$ cat src/rtl/nvdla_sync_fifo_wm_if.sv
// Producer/consumer handshake bundle for nvdla_sync_fifo_wm.
// master = the side that pushes and pops; slave = the FIFO itself.
interface nvdla_sync_fifo_wm_if #(
  parameter int DW = 6
);
  logic          wr_req;
  logic          wr_ready;
  logic [DW-1:0] wr_data;
  logic          rd_req;
  logic          rd_ready;
  logic [DW-1:0] rd_data;

  modport master (
    output wr_req, wr_data, rd_ready,
    input  wr_ready, rd_req, rd_data
  );

  modport slave (
    input  wr_req, wr_data, rd_ready,
    output wr_ready, rd_req, rd_data
  );
endinterface

$ cat src/rtl/nvdla_sync_fifo_wm.sv
// Single-clock FIFO with runtime limit, watermark and flush; 2-cycle push-to-rd_req latency.
// wr_ready is registered from next occupancy; the output register holds while rd_ready is low.
module nvdla_sync_fifo_wm #(
  parameter  int DW    = 6,
  parameter  int DEPTH = 128,
  localparam int AW    = $clog2(DEPTH),
  localparam int CW    = AW + 1
) (
  input  logic                clk,
  input  logic                reset_,
  nvdla_sync_fifo_wm_if.slave io,
  input  logic                flush,
  input  logic [CW-1:0]       wr_limit,
  input  logic [CW-1:0]       afull_thresh,
  output logic                afull,
  output logic [CW-1:0]       wr_count,
  output logic                idle,
  input  logic [31:0]         pwrbus_ram_pd
);

  localparam logic [CW-1:0] DEPTH_C = CW'(DEPTH);

  logic [DW-1:0] mem [DEPTH];
  logic [DW-1:0] ram_dout_q;

  logic [AW-1:0] wr_adr_q, wr_adr_d;
  logic [AW-1:0] rd_adr_q, rd_adr_d;
  logic [CW-1:0] count_q, count_d;
  logic [CW-1:0] ram_cnt_q, ram_cnt_d;
  logic          rd_pend_q, rd_pend_d;
  logic          out_vld_q, out_vld_d;
  logic [DW-1:0] out_dat_q, out_dat_d;
  logic          wr_ready_q, wr_ready_d;
  logic          afull_q, afull_d;

  logic [CW-1:0] lim;
  logic          push, pop, out_free, out_load, rd_issue;

  // The behavioural array models the RAM macro, which has no power pins here.
  logic unused_pwrbus;
  assign unused_pwrbus = ^pwrbus_ram_pd;

  always_comb begin
    lim      = (wr_limit == '0 || wr_limit > DEPTH_C) ? DEPTH_C : wr_limit;
    push     = io.wr_req && wr_ready_q && !flush;
    pop      = out_vld_q && io.rd_ready && !flush;
    out_free = !out_vld_q || pop;
    out_load = rd_pend_q && out_free;
    // ram_cnt_q only counts words written at an earlier edge, so a read
    // never targets the address being written in the same cycle.
    rd_issue = (ram_cnt_q != '0) && (!rd_pend_q || out_free) && !flush;

    wr_adr_d  = wr_adr_q + AW'(push);
    rd_adr_d  = rd_adr_q + AW'(rd_issue);
    count_d   = count_q + CW'(push) - CW'(pop);
    ram_cnt_d = ram_cnt_q + CW'(push) - CW'(rd_issue);

    rd_pend_d = rd_pend_q;
    if (out_load) rd_pend_d = 1'b0;
    if (rd_issue) rd_pend_d = 1'b1;

    out_vld_d = out_vld_q;
    out_dat_d = out_dat_q;
    if (pop) out_vld_d = 1'b0;
    if (out_load) begin
      out_vld_d = 1'b1;
      out_dat_d = ram_dout_q;
    end

    if (flush) begin
      wr_adr_d  = '0;
      rd_adr_d  = '0;
      count_d   = '0;
      ram_cnt_d = '0;
      rd_pend_d = 1'b0;
      out_vld_d = 1'b0;
    end

    wr_ready_d = count_d < lim;
    afull_d    = (afull_thresh != '0) && (count_d >= afull_thresh);
  end

  always_ff @(posedge clk or negedge reset_) begin
    if (!reset_) begin
      wr_adr_q   <= '0;
      rd_adr_q   <= '0;
      count_q    <= '0;
      ram_cnt_q  <= '0;
      rd_pend_q  <= 1'b0;
      out_vld_q  <= 1'b0;
      out_dat_q  <= '0;
      wr_ready_q <= 1'b1;
      afull_q    <= 1'b0;
    end else begin
      wr_adr_q   <= wr_adr_d;
      rd_adr_q   <= rd_adr_d;
      count_q    <= count_d;
      ram_cnt_q  <= ram_cnt_d;
      rd_pend_q  <= rd_pend_d;
      out_vld_q  <= out_vld_d;
      out_dat_q  <= out_dat_d;
      wr_ready_q <= wr_ready_d;
      afull_q    <= afull_d;
    end
  end

  // RAM: one write port, one registered read port; dout holds between reads.
  always_ff @(posedge clk) begin
    if (push)     mem[wr_adr_q] <= io.wr_data;
    if (rd_issue) ram_dout_q    <= mem[rd_adr_q];
  end

  assign io.wr_ready = wr_ready_q;
  assign io.rd_req   = out_vld_q;
  assign io.rd_data  = out_dat_q;
  assign afull       = afull_q;
  assign wr_count    = count_q;
  assign idle        = (count_q == '0) && !rd_pend_q;

endmodule

$ cat src/flat_wrapper.sv
// flat-port wrapper written by rule: the top's interface ports become plain ports
module nvdla_sync_fifo_wm_flat 
#(
  parameter  int DW    = 6,
  parameter  int DEPTH = 128,
  localparam int AW    = $clog2(DEPTH),
  localparam int CW    = AW + 1
)
  (clk, reset_, flush, wr_limit, afull_thresh, afull, wr_count, idle, pwrbus_ram_pd, io_wr_req, io_wr_data, io_rd_ready, io_wr_ready, io_rd_req, io_rd_data);
  nvdla_sync_fifo_wm_if #(.DW(DW)) io_i ();
  input  logic clk;
  input  logic reset_;
  input  logic flush;
  input  logic [CW-1:0] wr_limit;
  input  logic [CW-1:0] afull_thresh;
  output logic afull;
  output logic [CW-1:0] wr_count;
  output logic idle;
  input  logic [31:0] pwrbus_ram_pd;
  input wire logic [$bits(io_i.wr_req)-1:0] io_wr_req;
  input wire logic [$bits(io_i.wr_data)-1:0] io_wr_data;
  input wire logic [$bits(io_i.rd_ready)-1:0] io_rd_ready;
  output wire logic [$bits(io_i.wr_ready)-1:0] io_wr_ready;
  output wire logic [$bits(io_i.rd_req)-1:0] io_rd_req;
  output wire logic [$bits(io_i.rd_data)-1:0] io_rd_data;
  assign io_i.wr_req = io_wr_req;
  assign io_i.wr_data = io_wr_data;
  assign io_i.rd_ready = io_rd_ready;
  assign io_wr_ready = io_i.wr_ready;
  assign io_rd_req = io_i.rd_req;
  assign io_rd_data = io_i.rd_data;
  nvdla_sync_fifo_wm #(.DW(DW), .DEPTH(DEPTH)) u_core (.clk(clk), .reset_(reset_), .io(io_i), .flush(flush), .wr_limit(wr_limit), .afull_thresh(afull_thresh), .afull(afull), .wr_count(wr_count), .idle(idle), .pwrbus_ram_pd(pwrbus_ram_pd));
endmodule
$ cat config.mk
export PLATFORM = sky130hd
export DESIGN_NAME = nvdla_sync_fifo_wm_flat
export DESIGN_NICKNAME = d
export VERILOG_FILES = /design/src/rtl/nvdla_sync_fifo_wm_if.sv /design/src/rtl/nvdla_sync_fifo_wm.sv /design/src/flat_wrapper.sv
export SDC_FILE = /design/constraint.sdc
export NUM_CORES = 1
export LEC_CHECK = 0
export BUFFER_PORTS_ARGS = -buffer_cell sky130_fd_sc_hd__buf_2
export CORE_ASPECT_RATIO = 0.9
export CORE_MARGIN = 2
export CORE_UTILIZATION = 67
export DETAILED_ROUTE_END_ITERATION = 12
export HOLD_SLACK_MARGIN = 0.02
export PLACE_DENSITY = 0.94
export REMOVE_ABC_BUFFERS = 1
export SLEW_MARGIN = 20
export SYNTH_ARGS = -nofsm -noshare
export SYNTH_HDL_FRONTEND = slang
export SYNTH_SLANG_ARGS = --single-unit
$ cat constraint.sdc
create_clock -name clk -period 5 [get_ports clk]
set_input_delay 1.5 -clock clk [delete_from_list [all_inputs] [get_ports clk]]
set_output_delay 1.5 -clock clk [all_outputs]
set_load 0.005 [all_outputs]
==> summary.txt, run 1 <==
Timing
  • FMAX: 237 MHz
  • Final hold vios: 0
  • Final Setup Violations: 0
  • Slew HR: 0.179
  • Worst Max-Slew Pin Slew: 1.23 ns
  • RSZ-0062 raised after global routing: false
  • Setup TNS: 0 ns
  • Clock Skew: 0.0227 ns
  • Slew Limit Fails: 0
  • Clock period minus worst slack: 4.22 ns
  • Period utilization: 0.844

Synthesis
  • Area share of the largest cell type after synthesis: 0.701
  • Post-Syn Area per Cell: 17.3 sq um
  • Post-synth cell types: 56
  • Yosys top cell by area: edfxtp_1
  • #FFs+latches synth: 814
  • Seq/Total Area, Yosys: 0.731
  • Syn Inst Count: around 1900
  • Synth top area cells: edfxtp_1, mux4_2, mux2i_1, dfrtp_1, nor2_1
  • Synthesized area: 33200 sq um
  • Yosys warnings: 0

Critical path
  • Flop2flop setup slack: 0.78 ns
  • CP Data Required Time: 5.54 ns
  • Startpoint types: input port
  • Worst path cell trace: buf_2, buf_4, nor2_1, ha_1, a21o_1, a21oi_1, o21bai_1, a2111oi_0, o21ai_0, a21oi_1, ha_1, o22ai_1
  • Slowest stage delay, CP: 0.61 ns
  • Crit end category: register
  • Crit path max-delay family: compound AO/OA/AOI/OAI gates
  • WP data arrival: approximately 4.8 ns
  • Critical Path Slowest Stage Cell: a2111oi_0
  • Crit-path max FO: 37
  • CP Class: in -> reg
  • Bufs and invs on worst path: 2

GRT
  • Initial antenna violation count: 2
  • Vias in the first global route: about 19000
  • Largest net degree at the start of global routing: 129
  • GRT Total Usage: 0.314
  • Overflow after GRT: 0
  • First-pass GRT wire length: around 120 mm

CTS
  • Cts bufs inserted: 75
  • CTS tree: built
  • Post-CTS setup buffer count: 0
  • Resize count post-CTS: 0
  • Max Root-Sink Buffers: 3
  • Clock Sinks: 814
  • Clock slew seen by the registers of the worst setup and hold paths: 0.06 ns
  • H-tree depth: 3
  • Clock root buffer: clkbuf_16
  • Clk_lat worst skew: 0.63 ns
  • # hold bufs at CTS: 0

Pwr
  • Peak VDD IR: 0.488 mV
  • Power per cell area: 446 nW/um^2
  • Leakage: 11.5 nW

Drt
  • Pre-antenna DRT Iters: 6
  • Iteration-0 DRC Markers: 2951
  • Final wirelength: 79.4 mm
  • Vias per inst: 7.08
  • DRT antenna net count: 0
  • Routed wire per std cell: 29.9 um
  • Residual DRC count: 0
  • Vias: 18800

Place
  • Placer congestion estimate: 0.938
  • Placed cell area: 33800 sq um
  • Dpl hpwl: 44.8 mm
  • Buffers on Ports: 44

Final layout
  • Area growth syn-to-layout: 9.31%
  • Fin area: 36200 sq um
  • Fraction of layout cells with a size suffix above 1: 0.149
  • Layout Nets: 2068

Floorplanning
  • Row cnt: 77
  • Die Ht: approximately 220 um
  • CORE AREA: 49000 sq um
  • Chip width: 238 um
  • Initial Util: 0.676
  • DIE AREA: 51300 sq um
  • I/O pin total: 77

Flow run
  • Max_cap viols: 0

Status
  • Status: complete, no violations

Hold path
  • HP Class: reg -> reg
==> layer usage <==
layer	routed length, um	part of all wire	global-route usage	vias to the layer above
met5	13	0.00016	0	-
met3	10100	0.13	0.0764	375
met1	27200	0.34	0.416	9200
met2	37700	0.47	0.496	1677
met4	4420	0.056	0.150	2
li1	-	-	-	7570
==> layout by cell type, fill, tap and decap left out, types with 3 or more instances in the layout <==
| cell type | netlist | final |
|---|---|---|
| xnor2_1 | 13 | 13 |
| nor3_1 | 24 | 24 |
| mux2i_1 | 220 | 220 |
| buf_4 | 7 | 32 |
| a21oi_1 | 25 | 25 |
| or3_1 | 7 | 6 |
| o21bai_1 | 6 | 6 |
| ha_1 | 41 | 41 |
| clkinv_1 | 0 | 12 |
| mux2_2 | 6 | 6 |
| nand2_1 | 64 | 64 |
| nand3b_1 | 4 | 4 |
| nand2b_1 | 7 | 7 |
| a21o_1 | 5 | 5 |
| clkbuf_16 | 0 | 79 |
| xor2_1 | 7 | 7 |
| o21ai_1 | 8 | 8 |
| clkbuf_1 | 29 | 19 |
| o22ai_1 | 45 | 45 |
| buf_2 | 43 | 37 |
| nand4_1 | 24 | 24 |
| bufinv_16 | 0 | 4 |
| clkinv_2 | 0 | 12 |
| o221ai_1 | 4 | 4 |
| o21ai_0 | 41 | 41 |
| dfrtp_1 | 39 | 36 |
| mux4_2 | 103 | 103 |
| edfxtp_1 | 774 | 774 |
| a22oi_1 | 6 | 6 |
| clkbuf_8 | 0 | 6 |
| nor4_1 | 24 | 24 |
| and2_1 | 3 | 3 |
| buf_12 | 0 | 3 |
| inv_1 | 34 | 34 |
| nor2_1 | 218 | 218 |
| o21a_1 | 3 | 3 |
| nand3_1 | 17 | 17 |
| nor2b_1 | 17 | 17 |
==> metrics by stage <==
stage / util / power, W / hold slack, ns / setup WS (ns) / instances
CTS: 0.739 / 0.0161 / 0.491 / 0.886 / 2657
global placement: 0.690 / 0.0104 / 0.460 / 0.605 / 2521
global route: 0.739 / 0.0166 / 0.506 / 0.648 / 2657
detailed placement: 0.690 / 0.0105 / 0.470 / 0.466 / 2521
finish: 0.739 / 0.0162 / 0.489 / 0.779 / 2658
floorplan: - / 0.0102 / 0.454 / -5.52 / 1815
==> sequential cells by signal, indices dropped and copies added, names as in the netlist <==
signal              count
u_core.io.rd_data       6
u_core.io.wr_ready      1
u_core.afull            1
u_core.rd_pend_q        1
u_core.ram_dout_q       6
u_core.rd_adr_q         7
u_core.io.rd_req        1
u_core.ram_cnt_q        8
u_core.wr_count         8
u_core.mem            768
u_core.wr_adr_q         7
==> synth_stat cells, drive strengths merged <==
cell,number
edfxtp,774
mux2i,220
nor2,218
mux4,103
buf,71
nand2,64
o21ai,49
o22ai,45
ha,41
dfrtp,39
inv,34
clkbuf,29
nor3,26
a21oi,25
nor4,25
nand4,24
nand3,17
nor2b,17
xnor2,13
a22oi,7
nand2b,7
or3,7
xor2,7
mux2,6
o21bai,6
a21o,5
nand3b,5
o221ai,4
and2,3
o21a,3
or3b,3
a2111oi,2
a211oi,2
and3,2
fa,2
a21boi,1
a22o,1
a31oi,1
a32oi,1
a41o,1
a41oi,1
dfstp,1
nor4bb,1
o31a,1
or2,1
==> final timing paths <==
path | from | end | cells after the start
worst min register to register | u_core.ram_dout_q[2] | u_core.io.rd_data[2] | 1
worst max register to register | u_core.rd_adr_q[3] | u_core.ram_dout_q[1] | 7
max in group asynchronous | reset_ | u_core.rd_adr_q[0] | 1
min in group asynchronous | reset_ | u_core.wr_count[7] | 1
worst max-delay path | flush | u_core.io.wr_ready | 12
worst min-delay path | u_core.ram_dout_q[2] | u_core.io.rd_data[2] | 1
==> final cells by class <==
cell class                 instances  area, sq um
inverter                          34          128
sequential                       814        24300
clock inverter                    32          259
tap                              632          791
timing repair buffer              74          508
multi-input combinational        967         8170
antenna                            1         2.50
fill                            2434        12800
clock buffer                     104         2130
==> power by group <==
part           internal, W  total, W  leakage [nW]  switching (W)
Clock              0.00319   0.00563          1.17        0.00244
Sequential         0.00759   0.00769          7.47      0.0000962
Combinational      0.00124   0.00286          2.88        0.00162
Total               0.0120    0.0162          11.5        0.00416
==> cells by family after synthesis <==
logic type,synth area share
AOI/OAI and AO/OA,0.0285
xor gates and xnor gates,0.00528
adders and majority gates,0.0167
buffers and inverters,0.0223
DFF,0.731
muxes,0.138
and+or+nand+nor,0.0575
Note: power is estimated with default switching activity, not from simulation.
==> run 2, diff against run 1 <==
--- a/config.mk
+++ b/config.mk
@@ -8,10 +8,10 @@
 export BUFFER_PORTS_ARGS = -buffer_cell sky130_fd_sc_hd__buf_2
 export CORE_ASPECT_RATIO = 0.9
 export CORE_MARGIN = 2
-export CORE_UTILIZATION = 67
+export CORE_UTILIZATION = 56
 export DETAILED_ROUTE_END_ITERATION = 12
 export HOLD_SLACK_MARGIN = 0.02
-export PLACE_DENSITY = 0.94
+export PLACE_DENSITY = 0.84
 export REMOVE_ABC_BUFFERS = 1
 export SLEW_MARGIN = 20
 export SYNTH_ARGS = -nofsm -noshare
==> constraint.sdc (replaced) <==
create_clock -name clk -period 3.85 [get_ports clk]
set_input_delay 1.155 -clock clk [delete_from_list [all_inputs] [get_ports clk]]
set_output_delay 1.155 -clock clk [all_outputs]
set_load 0.005 [all_outputs]
==> run 2 against run 1 <==
  * Count of clock-buffer cells in the layout fell by 8
  * Largest power group unchanged
  * Largest cell class unchanged
  * Sequential power grew 31%
  * Combinational power increased by 28%
  * First-iteration DRC count is 17% lower
  * Core utilization down 9.9 points
  * Register-to-register slack got worse by 0.28 ns
  * Sequential cell count unchanged
==> summary.txt, run 2 (synthesized netlist as in run 1, its figures left out) <==
Timing
  • Slew Limit Fails: 0 (unchanged)
  • Hold WS: 0.484 ns (-0.00451 ns)
  • Final hold vios: 0 (unchanged)
  • Slew HR: 0.367 (+0.188)
  • Worst Max-Slew Pin Slew: 0.949 ns (-0.283 ns)
  • Worst setup margin: 0.353 ns (-0.426 ns)
  • Final Setup Violations: 0 (unchanged)
  • Clock Skew: 0.0198 ns (-0.00285 ns)
  • FMAX: 286 MHz
  • Period utilization: 0.908
  • Clock period minus worst slack: about 3.5 ns
  • RSZ-0062 raised after global routing: false

CTS
  • Clock Sinks: 814 (unchanged)
  • Clock root buffer: clkbuf_16
  • # hold bufs at CTS: 0 (unchanged)
  • Post-CTS setup buffer count: 0 (unchanged)
  • Clk_lat worst skew: 0.62 ns (about the same)
  • Max Root-Sink Buffers: 3 (unchanged)
  • CTS tree: built
  • Resize count post-CTS: 0 (unchanged)
  • Cts bufs inserted: 79 (+5.3%)
  • H-tree depth: 3 (unchanged)
  • Clock slew seen by the registers of the worst setup and hold paths: 0.05 ns (about the same)

GRT
  • Largest net degree at the start of global routing: 83 (-36%)
  • First-pass GRT wire length: 117 mm (-0.40%)
  • Overflow after GRT: 0 (unchanged)
  • Initial antenna violation count: 1 (-1)
  • Vias in the first global route: 19100 (+1.0%)
  • GRT Total Usage: 0.256 (-0.0572)

Critical path
  • WP data arrival: 4.04 ns (-0.72 ns)
  • Startpoint types: input port
  • Crit end category: register
  • CP Data Required Time: 4.39 ns (-1.15 ns)
  • Crit Reg-Reg Startpoint: u_core.rd_adr_q[0]
  • CP startpoint: flush
  • Crit-path max FO: 3 (-92%)
  • CP Class: in -> reg

Pwr
  • Leakage: 12.2 nW (+5.5%)
  • Power per cell area: 567 nW/um^2 (+27%)
  • Peak VDD IR: 0.560 mV (+15%)

Final layout
  • Area taken by multi-input logic gates: 8170 sq um (about the same)
  • Area growth syn-to-layout: 12.8%
  • Fill cell count: 3747 (+54%)
  • Most common cell after layout, fill and taps aside: edfxtp_1
  • Largest Register: u_core.mem
  • Number of flip-flops under the largest register name: 768 (unchanged)
  • Final cell count without fillers: 2915 (+9.7%)
  • Reg area: 24300 sq um (unchanged)
  • Most frequent cells in the layout: edfxtp_1, mux2i_1, nor2_1
  • Layout Nets: 2180 (+5.4%)
  • Fraction of layout cells with a size suffix above 1: 0.192 (+0.0433)
  • Number of diodes: 0 (-1)

Floorplanning
  • Initial Util: 0.567 (-0.109)
  • Die Ht: 235 um (+9.2%)
  • CORE AREA: 58400 sq um (+19%)
  • Row cnt: 84 (+9.1%)
  • DIE AREA: 61200 sq um (+19%)
  • Chip width: 260 um (+9.2%)
  • I/O pin total: 77 (unchanged)

Place
  • Post-Place Setup Slack: -0.240 ns (-0.705 ns)
  • Dpl hpwl: 46.3 mm (+3.4%)
  • Buffers on Ports: 44 (unchanged)
  • Dpl cells: 2771 (+9.9%)
  • Placer congestion estimate: 0.899 (-4.2%)

Drt
  • Residual DRC count: 0 (unchanged)
  • Vias per inst: 6.39 (-9.7%)
  • DRT antenna net count: 0 (unchanged)
  • Iteration-0 DRC Markers: 2442 (-17%)
  • Final wirelength: 77.5 mm (-2.5%)
  • Routed wire per std cell: 26.6 um (-11%)
  • Vias: 18600 (-1.0%)
  • Pre-antenna DRT Iters: 6 (unchanged)

Flow run
  • Max_cap viols: 0 (unchanged)

Hold path
  • HP Class: reg -> reg
  • Hold Path Origin: u_core.ram_dout_q[0]

Status
  • Status: complete, no violations
==> run 2: layer usage <==
layer  vias to the layer above  track usage  wire length (um)
met5                         -            0                 0
met4                         0        0.108              3410
met3                       212       0.0594              7710
met2                      1166        0.414             37800
met1                      9446        0.337             28600
li1                       7808            -                 -
==> run 2: power breakdown <==
| group | internal [W] | switching [W] |
|---|---|---|
| clock | 0.00426 | 0.00323 |
| sequential | 0.00986 | 0.000192 |
| combinational | 0.00173 | 0.00193 |
| total | 0.0158 | 0.00536 |
==> run 2: through the flow <==
step / setup TNS (ns) / total power, W / area [sq um] / util
final: 0 / 0.0212 / 37400 / 0.640
after global routing: 0 / 0.0219 / 37400 / 0.640
after CTS: 0 / 0.0212 / 37400 / 0.640
after detailed placement: -0.443 / 0.0138 / 34900 / 0.598
after global placement: -0.174 / 0.0137 / 34900 / 0.598
after floorplan: -69.48 / 0.0130 / 32500 / -
==> run 2: worst paths after layout <==
path	end	slack, ns	cells past startpoint
min in group asynchronous	u_core.wr_count[7]	0.68	1
worst min-delay path	u_core.io.rd_data[0]	0.48	1
max in group asynchronous	u_core.rd_adr_q[0]	2.48	1
worst min register to register	u_core.io.rd_data[0]	0.48	1
worst max-delay path	u_core.io.wr_ready	0.35	16
worst max register to register	u_core.ram_dout_q[5]	0.50	7
==> run 2: critical path, cell delays in order <==
cell and delay (ns):
buf_2 0.10, inv_1 0.05, and3_1 0.18, ha_1 0.26, inv_1 0.04, ha_1 0.21, a21o_1 0.19, a21oi_1 0.23
o21bai_1 0.12, a2111oi_0 0.50, or3_1 0.18, a21oi_1 0.06, buf_4 0.15, ha_1 0.20, or2_2 0.29, o22ai_1 0.12
==> run 2: layout make-up <==
| class | instances | share of cell area |
|---|---|---|
| Timing Repair Buffer | 182 | 0.0377 |
| Clock buffer | 96 | 0.0557 |
| Multi-Input combinational cell | 967 | 0.218 |
| Clock inverter | 48 | 0.0104 |
| Tap cell | 774 | 0.0259 |
| Sequential cell | 814 | 0.649 |
| Inverter | 34 | 0.00341 |
